$ cat config.mk
export PLATFORM = sky130hd
export DESIGN_NAME = sys_array_tile_sequencer_flat
export DESIGN_NICKNAME = d
export VERILOG_FILES = /design/src/rtl/sys_array_tile_sequencer_if.sv /design/src/rtl/sys_array_tile_sequencer.sv /design/src/flat_wrapper.sv
export SDC_FILE = /design/constraint.sdc
export NUM_CORES = 1
export LEC_CHECK = 0
export ABC_AREA = 1
export BUFFER_PORTS_ARGS = -buffer_cell sky130_fd_sc_hd__buf_2
export CAP_MARGIN = 25
export CORE_MARGIN = 10
export CORE_UTILIZATION = 55
export DETAILED_ROUTE_END_ITERATION = 16
export PLACE_DENSITY = 0.79
export SKIP_CTS_REPAIR_TIMING = 1
export SLEW_MARGIN = 10
export SYNTH_ARGS = -nofsm -noshare
export SYNTH_HDL_FRONTEND = slang
export SYNTH_SLANG_ARGS = --single-unit
$ cat constraint.sdc
create_clock -name clk -period 9.24 [get_ports clk]
set_input_delay 0.924 -clock clk [delete_from_list [all_inputs] [get_ports clk]]
set_output_delay 0.924 -clock clk [all_outputs]
set_load 0.005 [all_outputs]
$ cat src/rtl/sys_array_tile_sequencer_if.sv
// Operand-fetch / array-control / result-handshake bundle for sys_array_tile_sequencer.
// master: the sequencer.  slave: buffers, array and result drain around it.
// Optional perf counters appear when SYS_FETCH_PERF_CNT_EN is defined.
interface sys_array_tile_sequencer_if #(
  parameter int DATA_WIDTH  = 8,
  parameter int ARRAY_MAX_W = 5,
  parameter int ARRAY_MAX_L = 5,
  parameter int DIM_W       = 16,
  parameter int ADDR_W      = 16
);
  localparam int RW = $clog2(ARRAY_MAX_W + 1);
  localparam int CW = $clog2(ARRAY_MAX_L + 1);

  logic                              start;
  logic [DIM_W-1:0]                  cfg_m;
  logic [DIM_W-1:0]                  cfg_n;
  logic [DIM_W-1:0]                  cfg_k;
  logic                              a_rd_en;
  logic [ADDR_W-1:0]                 a_rd_addr;
  logic [ARRAY_MAX_W*DATA_WIDTH-1:0] a_rd_data;
  logic                              b_rd_en;
  logic [ADDR_W-1:0]                 b_rd_addr;
  logic [ARRAY_MAX_L*DATA_WIDTH-1:0] b_rd_data;
  logic [ARRAY_MAX_W*DATA_WIDTH-1:0] arr_a;
  logic [ARRAY_MAX_L*DATA_WIDTH-1:0] arr_b;
  logic                              arr_en;
  logic                              arr_clr;
  logic                              res_valid;
  logic                              res_ready;
  logic [DIM_W-1:0]                  res_mt;
  logic [DIM_W-1:0]                  res_nt;
  logic [RW-1:0]                     res_rows;
  logic [CW-1:0]                     res_cols;
  logic                              busy;
  logic                              done;
  logic                              err;
`ifdef SYS_FETCH_PERF_CNT_EN
  logic [31:0]                       perf_cycles;
  logic [31:0]                       perf_stall;
`endif

  modport master (
`ifdef SYS_FETCH_PERF_CNT_EN
    output perf_cycles, perf_stall,
`endif
    input  start, cfg_m, cfg_n, cfg_k, a_rd_data, b_rd_data, res_ready,
    output a_rd_en, a_rd_addr, b_rd_en, b_rd_addr, arr_a, arr_b, arr_en, arr_clr,
           res_valid, res_mt, res_nt, res_rows, res_cols, busy, done, err
  );

  modport slave (
`ifdef SYS_FETCH_PERF_CNT_EN
    input  perf_cycles, perf_stall,
`endif
    output start, cfg_m, cfg_n, cfg_k, a_rd_data, b_rd_data, res_ready,
    input  a_rd_en, a_rd_addr, b_rd_en, b_rd_addr, arr_a, arr_b, arr_en, arr_clr,
           res_valid, res_mt, res_nt, res_rows, res_cols, busy, done, err
  );
endinterface

$ cat src/rtl/sys_array_tile_sequencer.sv
// Tiled operand sequencer for an output-stationary P x Q systolic array.
// Walks tiles (nt inner, mt outer), streams K operand columns per tile,
// zero-pads rows/cols past the matrix edge, skews them diagonally and
// hands each finished tile to the drain over res_valid/res_ready.
// Optional: define SYS_FETCH_PERF_CNT_EN for perf_cycles/perf_stall counters.
module sys_array_tile_sequencer #(
  parameter int DATA_WIDTH  = 8,
  parameter int ARRAY_MAX_W = 5,
  parameter int ARRAY_MAX_L = 5,
  parameter int K_MAX       = 64,
  parameter int DIM_W       = 16,
  parameter int ADDR_W      = 16
) (
  input  logic                        clk,
  input  logic                        reset,
  sys_array_tile_sequencer_if.master  bus
);
  localparam int P  = ARRAY_MAX_W;
  localparam int Q  = ARRAY_MAX_L;
  localparam int RW = $clog2(P + 1);
  localparam int CW = $clog2(Q + 1);
  localparam logic [DIM_W-1:0]  P_D          = DIM_W'(P);
  localparam logic [DIM_W-1:0]  Q_D          = DIM_W'(Q);
  localparam logic [DIM_W-1:0]  KMAX_D       = DIM_W'(K_MAX);
  localparam logic [DIM_W-1:0]  FLUSH_LAST_D = DIM_W'(P + Q - 2);
  localparam logic [DIM_W-1:0]  ONE_D        = DIM_W'(1);
  localparam logic [ADDR_W-1:0] KMAX_A       = ADDR_W'(K_MAX);

  typedef enum logic [2:0] {S_IDLE, S_FEED, S_FLUSH, S_WAIT, S_DONE} state_t;

  state_t           state_q, state_d;
  logic [DIM_W-1:0] cnt_q, cnt_d;   // k index in FEED, flush index in FLUSH
  logic [DIM_W-1:0] mt_q, mt_d;
  logic [DIM_W-1:0] nt_q, nt_d;
  logic [DIM_W-1:0] m_q, m_d;
  logic [DIM_W-1:0] n_q, n_d;
  logic [DIM_W-1:0] k_q, k_d;
  logic             err_q, err_d;
  logic             vld_p1_q;       // read data returning this cycle

  logic             cfg_ok, accept;
  logic [DIM_W-1:0] rem_m, rem_n;
  logic             last_mt, last_nt;
  logic [RW-1:0]    rows;
  logic [CW-1:0]    cols;

  assign cfg_ok = (bus.cfg_m != '0) && (bus.cfg_n != '0) &&
                  (bus.cfg_k != '0) && (bus.cfg_k <= KMAX_D);
  assign accept = (state_q == S_IDLE) && bus.start && cfg_ok;

  // Remaining rows/cols from the current tile origin; always > 0 inside a job.
  assign rem_m   = m_q - mt_q * P_D;
  assign rem_n   = n_q - nt_q * Q_D;
  assign last_mt = (rem_m <= P_D);
  assign last_nt = (rem_n <= Q_D);
  assign rows    = (rem_m >= P_D) ? P_D[RW-1:0] : rem_m[RW-1:0];
  assign cols    = (rem_n >= Q_D) ? Q_D[CW-1:0] : rem_n[CW-1:0];

  // Next-state and counter logic for the tile walk.
  always_comb begin
    state_d = state_q;
    cnt_d   = cnt_q;
    mt_d    = mt_q;
    nt_d    = nt_q;
    m_d     = m_q;
    n_d     = n_q;
    k_d     = k_q;
    err_d   = 1'b0;
    case (state_q)
      S_IDLE: begin
        if (accept) begin
          state_d = S_FEED;
          m_d     = bus.cfg_m;
          n_d     = bus.cfg_n;
          k_d     = bus.cfg_k;
          cnt_d   = '0;
          mt_d    = '0;
          nt_d    = '0;
        end else if (bus.start) begin
          err_d = 1'b1;
        end
      end
      S_FEED: begin
        if (cnt_q == k_q - ONE_D) begin
          state_d = S_FLUSH;
          cnt_d   = '0;
        end else begin
          cnt_d = cnt_q + ONE_D;
        end
      end
      S_FLUSH: begin
        if (cnt_q == FLUSH_LAST_D) begin
          state_d = S_WAIT;
        end else begin
          cnt_d = cnt_q + ONE_D;
        end
      end
      S_WAIT: begin
        if (bus.res_ready) begin
          cnt_d = '0;
          if (last_nt) begin
            if (last_mt) begin
              state_d = S_DONE;
            end else begin
              state_d = S_FEED;
              nt_d    = '0;
              mt_d    = mt_q + ONE_D;
            end
          end else begin
            state_d = S_FEED;
            nt_d    = nt_q + ONE_D;
          end
        end
      end
      S_DONE: begin
        state_d = S_IDLE;
        cnt_d   = '0;
        mt_d    = '0;
        nt_d    = '0;
      end
      default: state_d = S_IDLE;
    endcase
  end

  // Control state register.
  always_ff @(posedge clk or posedge reset) begin
    if (reset) begin
      state_q  <= S_IDLE;
      cnt_q    <= '0;
      mt_q     <= '0;
      nt_q     <= '0;
      m_q      <= '0;
      n_q      <= '0;
      k_q      <= '0;
      err_q    <= 1'b0;
      vld_p1_q <= 1'b0;
    end else begin
      state_q  <= state_d;
      cnt_q    <= cnt_d;
      mt_q     <= mt_d;
      nt_q     <= nt_d;
      m_q      <= m_d;
      n_q      <= n_d;
      k_q      <= k_d;
      err_q    <= err_d;
      vld_p1_q <= (state_q == S_FEED);
    end
  end

  // ---- stage p0: read request ----
  assign bus.a_rd_en   = (state_q == S_FEED);
  assign bus.b_rd_en   = (state_q == S_FEED);
  assign bus.a_rd_addr = ADDR_W'(mt_q) * KMAX_A + ADDR_W'(cnt_q);
  assign bus.b_rd_addr = ADDR_W'(nt_q) * KMAX_A + ADDR_W'(cnt_q);
  assign bus.arr_en    = (state_q == S_FEED) || (state_q == S_FLUSH);
  assign bus.arr_clr   = (state_q == S_FEED) && (cnt_q == '0);
  assign bus.res_valid = (state_q == S_WAIT);
  assign bus.res_mt    = mt_q;
  assign bus.res_nt    = nt_q;
  assign bus.res_rows  = rows;
  assign bus.res_cols  = cols;
  assign bus.busy      = (state_q != S_IDLE);
  assign bus.done      = (state_q == S_DONE);
  assign bus.err       = err_q;

  // ---- stage p1: read return, edge padding, then per-lane skew ----
  logic [P*DATA_WIDTH-1:0] arr_a_w;
  logic [Q*DATA_WIDTH-1:0] arr_b_w;

  for (genvar i = 0; i < P; i++) begin : g_row
    logic [DATA_WIDTH-1:0] pad_a;
    assign pad_a = (vld_p1_q && (RW'(i) < rows)) ?
                   bus.a_rd_data[i*DATA_WIDTH +: DATA_WIDTH] : '0;
    if (i == 0) begin : g_direct
      assign arr_a_w[i*DATA_WIDTH +: DATA_WIDTH] = pad_a;
    end else begin : g_skew
      logic [DATA_WIDTH-1:0] sr_q [i];
      // Row i delayed i cycles; zeros shift in outside valid reads.
      always_ff @(posedge clk or posedge reset) begin
        if (reset) begin
          for (int d = 0; d < i; d++) sr_q[d] <= '0;
        end else begin
          sr_q[0] <= pad_a;
          for (int d = 1; d < i; d++) sr_q[d] <= sr_q[d-1];
        end
      end
      assign arr_a_w[i*DATA_WIDTH +: DATA_WIDTH] = sr_q[i-1];
    end
  end

  for (genvar j = 0; j < Q; j++) begin : g_col
    logic [DATA_WIDTH-1:0] pad_b;
    assign pad_b = (vld_p1_q && (CW'(j) < cols)) ?
                   bus.b_rd_data[j*DATA_WIDTH +: DATA_WIDTH] : '0;
    if (j == 0) begin : g_direct
      assign arr_b_w[j*DATA_WIDTH +: DATA_WIDTH] = pad_b;
    end else begin : g_skew
      logic [DATA_WIDTH-1:0] sr_q [j];
      // Column j delayed j cycles; zeros shift in outside valid reads.
      always_ff @(posedge clk or posedge reset) begin
        if (reset) begin
          for (int d = 0; d < j; d++) sr_q[d] <= '0;
        end else begin
          sr_q[0] <= pad_b;
          for (int d = 1; d < j; d++) sr_q[d] <= sr_q[d-1];
        end
      end
      assign arr_b_w[j*DATA_WIDTH +: DATA_WIDTH] = sr_q[j-1];
    end
  end

  assign bus.arr_a = arr_a_w;
  assign bus.arr_b = arr_b_w;

`ifdef SYS_FETCH_PERF_CNT_EN
  function automatic logic [31:0] sat_inc(input logic [31:0] v);
    return (v == 32'hFFFF_FFFF) ? v : v + 32'd1;
  endfunction

  logic [31:0] perf_cycles_q, perf_stall_q;

  // Job cycle and drain-stall counters; the accept cycle counts as cycle 1.
  always_ff @(posedge clk or posedge reset) begin
    if (reset) begin
      perf_cycles_q <= '0;
      perf_stall_q  <= '0;
    end else if (accept) begin
      perf_cycles_q <= 32'd1;
      perf_stall_q  <= '0;
    end else begin
      if (state_q != S_IDLE) perf_cycles_q <= sat_inc(perf_cycles_q);
      if ((state_q == S_WAIT) && !bus.res_ready) perf_stall_q <= sat_inc(perf_stall_q);
    end
  end

  assign bus.perf_cycles = perf_cycles_q;
  assign bus.perf_stall  = perf_stall_q;
`endif
endmodule
$ cat src/flat_wrapper.sv
// flat-port wrapper written by rule: the top's interface ports become plain ports
module sys_array_tile_sequencer_flat 
#(
  parameter int DATA_WIDTH  = 8,
  parameter int ARRAY_MAX_W = 5,
  parameter int ARRAY_MAX_L = 5,
  parameter int K_MAX       = 64,
  parameter int DIM_W       = 16,
  parameter int ADDR_W      = 16
)
  (clk, reset, bus_start, bus_cfg_m, bus_cfg_n, bus_cfg_k, bus_a_rd_data, bus_b_rd_data, bus_res_ready, bus_a_rd_en, bus_a_rd_addr, bus_b_rd_en, bus_b_rd_addr, bus_arr_a, bus_arr_b, bus_arr_en, bus_arr_clr, bus_res_valid, bus_res_mt, bus_res_nt, bus_res_rows, bus_res_cols, bus_busy, bus_done, bus_err);
  sys_array_tile_sequencer_if #(.DATA_WIDTH(DATA_WIDTH), .ARRAY_MAX_W(ARRAY_MAX_W), .ARRAY_MAX_L(ARRAY_MAX_L), .DIM_W(DIM_W), .ADDR_W(ADDR_W)) bus_i ();
  input  logic clk;
  input  logic reset;
  input wire logic [$bits(bus_i.start)-1:0] bus_start;
  input wire logic [$bits(bus_i.cfg_m)-1:0] bus_cfg_m;
  input wire logic [$bits(bus_i.cfg_n)-1:0] bus_cfg_n;
  input wire logic [$bits(bus_i.cfg_k)-1:0] bus_cfg_k;
  input wire logic [$bits(bus_i.a_rd_data)-1:0] bus_a_rd_data;
  input wire logic [$bits(bus_i.b_rd_data)-1:0] bus_b_rd_data;
  input wire logic [$bits(bus_i.res_ready)-1:0] bus_res_ready;
  output wire logic [$bits(bus_i.a_rd_en)-1:0] bus_a_rd_en;
  output wire logic [$bits(bus_i.a_rd_addr)-1:0] bus_a_rd_addr;
  output wire logic [$bits(bus_i.b_rd_en)-1:0] bus_b_rd_en;
  output wire logic [$bits(bus_i.b_rd_addr)-1:0] bus_b_rd_addr;
  output wire logic [$bits(bus_i.arr_a)-1:0] bus_arr_a;
  output wire logic [$bits(bus_i.arr_b)-1:0] bus_arr_b;
  output wire logic [$bits(bus_i.arr_en)-1:0] bus_arr_en;
  output wire logic [$bits(bus_i.arr_clr)-1:0] bus_arr_clr;
  output wire logic [$bits(bus_i.res_valid)-1:0] bus_res_valid;
  output wire logic [$bits(bus_i.res_mt)-1:0] bus_res_mt;
  output wire logic [$bits(bus_i.res_nt)-1:0] bus_res_nt;
  output wire logic [$bits(bus_i.res_rows)-1:0] bus_res_rows;
  output wire logic [$bits(bus_i.res_cols)-1:0] bus_res_cols;
  output wire logic [$bits(bus_i.busy)-1:0] bus_busy;
  output wire logic [$bits(bus_i.done)-1:0] bus_done;
  output wire logic [$bits(bus_i.err)-1:0] bus_err;
  assign bus_i.start = bus_start;
  assign bus_i.cfg_m = bus_cfg_m;
  assign bus_i.cfg_n = bus_cfg_n;
  assign bus_i.cfg_k = bus_cfg_k;
  assign bus_i.a_rd_data = bus_a_rd_data;
  assign bus_i.b_rd_data = bus_b_rd_data;
  assign bus_i.res_ready = bus_res_ready;
  assign bus_a_rd_en = bus_i.a_rd_en;
  assign bus_a_rd_addr = bus_i.a_rd_addr;
  assign bus_b_rd_en = bus_i.b_rd_en;
  assign bus_b_rd_addr = bus_i.b_rd_addr;
  assign bus_arr_a = bus_i.arr_a;
  assign bus_arr_b = bus_i.arr_b;
  assign bus_arr_en = bus_i.arr_en;
  assign bus_arr_clr = bus_i.arr_clr;
  assign bus_res_valid = bus_i.res_valid;
  assign bus_res_mt = bus_i.res_mt;
  assign bus_res_nt = bus_i.res_nt;
  assign bus_res_rows = bus_i.res_rows;
  assign bus_res_cols = bus_i.res_cols;
  assign bus_busy = bus_i.busy;
  assign bus_done = bus_i.done;
  assign bus_err = bus_i.err;
  sys_array_tile_sequencer #(.DATA_WIDTH(DATA_WIDTH), .ARRAY_MAX_W(ARRAY_MAX_W), .ARRAY_MAX_L(ARRAY_MAX_L), .K_MAX(K_MAX), .DIM_W(DIM_W), .ADDR_W(ADDR_W)) u_core (.clk(clk), .reset(reset), .bus(bus_i));
endmodule
Word level (Yosys, flattened, before mapping)
Cells that the tools add are included. W data, S select, Z words.

Logic and storage cells: 133. Flip-flop bits (word level): 261. Output and inout port bits: 158. Input port bits: 132.

Magnitude comparators: 15. Eq/ne operators: 14. Add/sub/neg operators: 8. Reductions and logical operators: 30. Mux-type cells: 35. Multipliers: 2.

Operator list (count): $mux W16 (10); $pmux W16 S3 (2); $mux W8 (10); $pmux W16 S5 (1); $add A16 B1 Y16 const B (3); $reduce_bool A16 Y1 (3); $add A16 B16 Y16 (2); $ge A16 B3 Y1 const B (2); $le A16 B3 Y1 const B (2); $mul A16 B3 Y16 const B (2); $sub A16 B16 Y16 (2); $mux W3 (8); $eq A16 B16 Y1 (1); $eq A16 B4 Y1 const B (1); $le A16 B7 Y1 const B (1); $logic_and A1 B1 Y1 (16); $logic_not A16 Y1 (1); $sub A16 B1 Y16 const B (1); $lt A1 B3 Y1 const A (4); $lt A2 B3 Y1 const A (4); $pmux W3 S4 (1); $reduce_and A4 Y1 (3); $ne A2 B1 Y1 const B (4); $eq A3 B2 Y1 const B (2); 12 further kinds (18).

Depth between registers and ports, before layout
Depth after elaboration: 7. Gate-level depth with buffers: 23. Gate-level depth less buffers: 22.

Least setup slack after synthesis
Ideal clock, no wire load.

Path kind: register -> output. Start: register u_core.nt_q[7] (netlist: u_core.bus.res_nt[7]). End: output port bus_arr_b[3]. Path slack: 5.289 ns. Arrival time: 3.027 ns. Path buffers: 1. Cell stages (with the launch flop): 19. Data required time: 8.316 ns. Path through: dfrtp_1 ha_1 fa_1 inv_1 ha_1 nand2_1 nor2_1 inv_1 nor3_1 nand2_1 nand2_1 nand2_1 nand2_1 nand3_1 nor2_1 nand3_1 nand2_1 clkbuf_2 a21boi_0.

Cells in the longest elaborated chain, start to end: 7.

Ends and longest elaborated chain: start, declared (RTL line sys_array_tile_sequencer.sv:34) `logic [DIM_W-1:0] nt_q, nt_d;`; start signal, assigned (RTL line sys_array_tile_sequencer.sv:141) `nt_q <= nt_d;`; $mul A16 B3 Y16 (RTL line sys_array_tile_sequencer.sv:53) `assign rem_n = n_q - nt_q * Q_D;`; $sub A16 B16 Y16 (RTL line sys_array_tile_sequencer.sv:53); $ge A16 B3 Y1 (RTL line sys_array_tile_sequencer.sv:57) `assign cols = (rem_n >= Q_D) ? Q_D[CW-1:0] : rem_n[CW-1:0];`; $mux W3 (RTL line sys_array_tile_sequencer.sv:57); $lt A1 B3 Y1 (RTL line sys_array_tile_sequencer.sv:193) `assign pad_b = (vld_p1_q && (CW'(j) < cols)) ?`; $logic_and A1 B1 Y1 (RTL line sys_array_tile_sequencer.sv:193); $mux W8 (RTL line sys_array_tile_sequencer.sv:193); end, declared (RTL line flat_wrapper.sv:27) `output wire logic [$bits(bus_i.arr_b)-1:0] bus_arr_b;`.

No other way between the ends.

Worst setup path after layout
Start: register u_core.nt_q[5] (netlist: u_core.bus.res_nt[5]). End: output port bus_arr_b[6].

The elaborated chain is that of the path after synthesis.

==> results.json <==
{
  "cts_made_buffers": 27,
  "start_util": 0.560,
  "syn_to_final_growth_pct": 15.5,
  "p_leak_nw": 9.85,
  "grt_pass1_vias": 12500,
  "antenna_cells": 0,
  "tightest_slew_ps": 906,
  "ant_nets": 0,
  "fin_skew_ps": 18.1,
  "postSynth.asyncResetShare": 1.00,
  "fin_crit_sh": 0.599,
  "wl_met2_mm": 20.2,
  "wl_per_cell_um": 17.2,
  "grt_max_degree": 110,
  "synth_cells": 1858,
  "final_layout_size_suffix_gt1_frac": 0.175,
  "yosys_warnings": 0,
  "overflow": 0,
  "cp.required_ps": 8320,
  "rsz0062_at_grt": "false",
  "syn_area_um2": 15100,
  "clkTransAtPathRegs_ps": 60,
  "p_per_area_nw_per_um2": 226,
  "nFillCells": 2271,
  "globalRouteTotalUtil": 0.240,
  "finalHoldViolations": 0,
  "relSlewSlack": 0.396,
  "ys.flop_type": "dfrtp_1",
  "drtIter0Drc": 945,
  "highest_layer": "met5",
  "hold_path_class": "reg2reg",
  "ys_seq_area_frac": 0.433,
  "syn_avg_cell_area_um2": 8.13,
  "dpl.hpwl_mm": 32.3,
  "nets": 2331,
  "wl_mm": 42.1,
  "crit_chain": "ha_1 -> inv_1 -> fa_1 -> ha_1 -> nand2_1 -> nor2_1 -> nand3_1 -> nand4_1 -> nand2_1 -> nor2_1 -> nand3_1 -> nor2_1 -> nand3_1 -> nand2_1 -> a21boi_0 -> buf_2",
  "setup_viol": 0,
  "period_minus_slack_ps": 5540,
  "die_y_um": 186,
  "antenna_found_initial": 2,
  "critical-path-max-stage-delay_ps": 640,
  "ys_types": 42,
  "pre_cts_ws_ps": 4280,
  "syn_nets": 2096,
  "ys_ff_latch": 261,
  "cts_root_buffer": "clkbuf_16",
  "critPathBufInv": 2,
  "viasPerCell": 5.15,
  "io_buffers": 289,
  "rows": 60,
  "crit_type": "reg2out",
  "critPathSlowestCell": "nand2_1",
  "fmax_ghz": 0.181,
  "dieArea_um2": 34500,
  "cts_tree": "built",
  "crit_fanout": 24,
  "fin_ws_ps": 3700,
  "worstSetupStartpointType": "flop",
  "synth_edf_count": 0,
  "core_area_um2": 27000,
  "finalSetupTns_ps": 0,
  "ir_drop_uv": 185,
  "cts_buffer_depth": 3,
  "h-tree-depth": 1,
  "slew_viol_final": 0,
  "io_pins": 290,
  "numClockSinks": 261,
  "route.detailed.drc": 0,
  "max_cap_violations": 0,
  "dr.pass1.iters": 7,
  "met1_length_mm": 17.4,
  "status": "complete, no violations",
  "fp.dieW_um": 186,
  "end_kind": "primary output",
  "place_congestion": 0.928,
  "cp_top_family": "simple AND/OR/NAND/NOR gates",
  "arrival_ps": 4610,
  "vias": 12600,
  "grt_pass1_wl_mm": 65.7,
  "clkLatencyLatePin_ps": 560,
  "wl_met3_mm": 3.41
}
## layout make-up
| type | instances | area (um^2) | share of cell area |
|---|---|---|---|
| flip-flops and latches | 261 | 6530 | 0.375 |
| repair buffers | 296 | 1520 | 0.0871 |
| inverters | 327 | 1230 | 0.0708 |
| well taps | 341 | 427 | 0.0245 |
| clock inverters | 14 | 221 | 0.0127 |
| multi-input cells | 1180 | 6750 | 0.387 |
| clock buffers | 34 | 752 | 0.0431 |
## cell families after synthesis
kind of cell	count (synthesis)	synth area share
DFF	261	0.433
and+or+nand+nor	844	0.238
buffers and inverters	417	0.121
xor gates and xnor gates	85	0.0493
adders and majority gates	106	0.102
AOI/OAI and AO/OA	145	0.0569
## metal layers
metal	up-vias	GRT usage
met5	-	0
met1	5922	0.298
met2	461	0.415
li1	6177	-
met4	2	0.0690
met3	69	0.0466
## state kept, by name, summed over array words and instances, names as in the netlist
register / flops
u_core.bus.res_nt: 16
u_core.n_q: 16
u_core.state_q: 3
u_core.g_row.g_skew.sr_q: 56
u_core.cnt_q: 16
u_core.m_q: 16
u_core.bus.arr_a: 24
u_core.k_q: 16
u_core.vld_p1_q: 1
u_core.bus.res_mt: 16
u_core.bus.arr_b: 24
u_core.bus.err: 1
u_core.g_col.g_skew.sr_q: 56
## worst paths after layout
path	start	cells after the start	slack [ps]	to
max	u_core.bus.res_nt[5]	16	3700	bus_arr_b[6]
min	u_core.g_row[3].g_skew.sr_q[15]	0	340	u_core.bus.arr_a[31]
max reg2reg	u_core.bus.res_mt[9]	16	5190	u_core.bus.res_nt[6]
min reg2reg	u_core.g_row[3].g_skew.sr_q[15]	0	340	u_core.bus.arr_a[31]
max in group asynchronous	reset	3	7330	u_core.bus.res_nt[14]
min in group asynchronous	reset	2	530	u_core.g_col[2].g_skew.sr_q[14]
## report_power, final
| part | internal (mW) | switching (mW) | leakage (nW) | total, mW |
|---|---|---|---|---|
| logic | 0.415 | 0.820 | 5.98 | 1.23 |
| registers | 1.37 | 0.151 | 3.40 | 1.53 |
| clock network | 0.717 | 0.461 | 0.472 | 1.18 |
| total | 2.51 | 1.43 | 9.85 | 3.94 |
## through the flow
stage | utilization | hold slack, ps | cells | instance area, um^2 | total power [mW]
4_1_cts | 0.646 | 341 | 2452 | 17400 | 3.96
3_5_place_dp | 0.610 | 335 | 2404 | 16400 | 2.77
2_1_floorplan | - | 331 | 1858 | 15100 | 2.38
6_report | 0.647 | 339 | 2453 | 17400 | 3.94
5_1_grt | 0.647 | 345 | 2453 | 17400 | 4.18
3_3_place_gp | 0.610 | 332 | 2404 | 16400 | 2.73
## cells in the final DEF (no fill, tap or decap), drive strengths merged
cell | Yosys | final
nand2 | 442 | 442
inv | 327 | 328
buf | 73 | 296
dfrtp | 261 | 261
nor2 | 208 | 208
nand3 | 105 | 105
ha | 78 | 78
o21ai | 60 | 60
xor2 | 56 | 56
a21oi | 42 | 42
nand4 | 38 | 38
clkbuf | 17 | 34
xnor2 | 29 | 29
fa | 28 | 28
a21boi | 25 | 25
nand3b | 17 | 17
nor3 | 16 | 16
o211ai | 9 | 9
nor4 | 8 | 8
bufinv | 0 | 5
clkinv | 0 | 5
and2 | 4 | 4
nor3b | 4 | 4
clkinvlp | 0 | 3
o21bai | 3 | 3
o21a | 2 | 2
or2 | 2 | 2
a2111oi | 1 | 1
a211oi | 1 | 1
o2111ai | 1 | 1
o22ai | 1 | 1
## Yosys cell counts, drive strengths merged, types with 2 or more instances
| cell type | count | area, um^2 |
|---|---|---|
| a21boi | 25 | 188 |
| a21oi | 42 | 214 |
| and2 | 4 | 25.0 |
| buf | 73 | 536 |
| clkbuf | 17 | 65.1 |
| dfrtp | 261 | 6530 |
| fa | 28 | 561 |
| ha | 78 | 976 |
| inv | 327 | 1230 |
| nand2 | 442 | 1680 |
| nand3 | 105 | 548 |
| nand3b | 17 | 128 |
| nand4 | 38 | 253 |
| nor2 | 208 | 798 |
| nor3 | 16 | 80.1 |
| nor3b | 4 | 30.0 |
| nor4 | 8 | 50.1 |
| o211ai | 9 | 67.6 |
| o21a | 2 | 15.0 |
| o21ai | 60 | 304 |
| o21bai | 3 | 33.8 |
| or2 | 2 | 12.5 |
| xnor2 | 29 | 254 |
| xor2 | 56 | 490 |
Power figures use the tool's default switching activity.
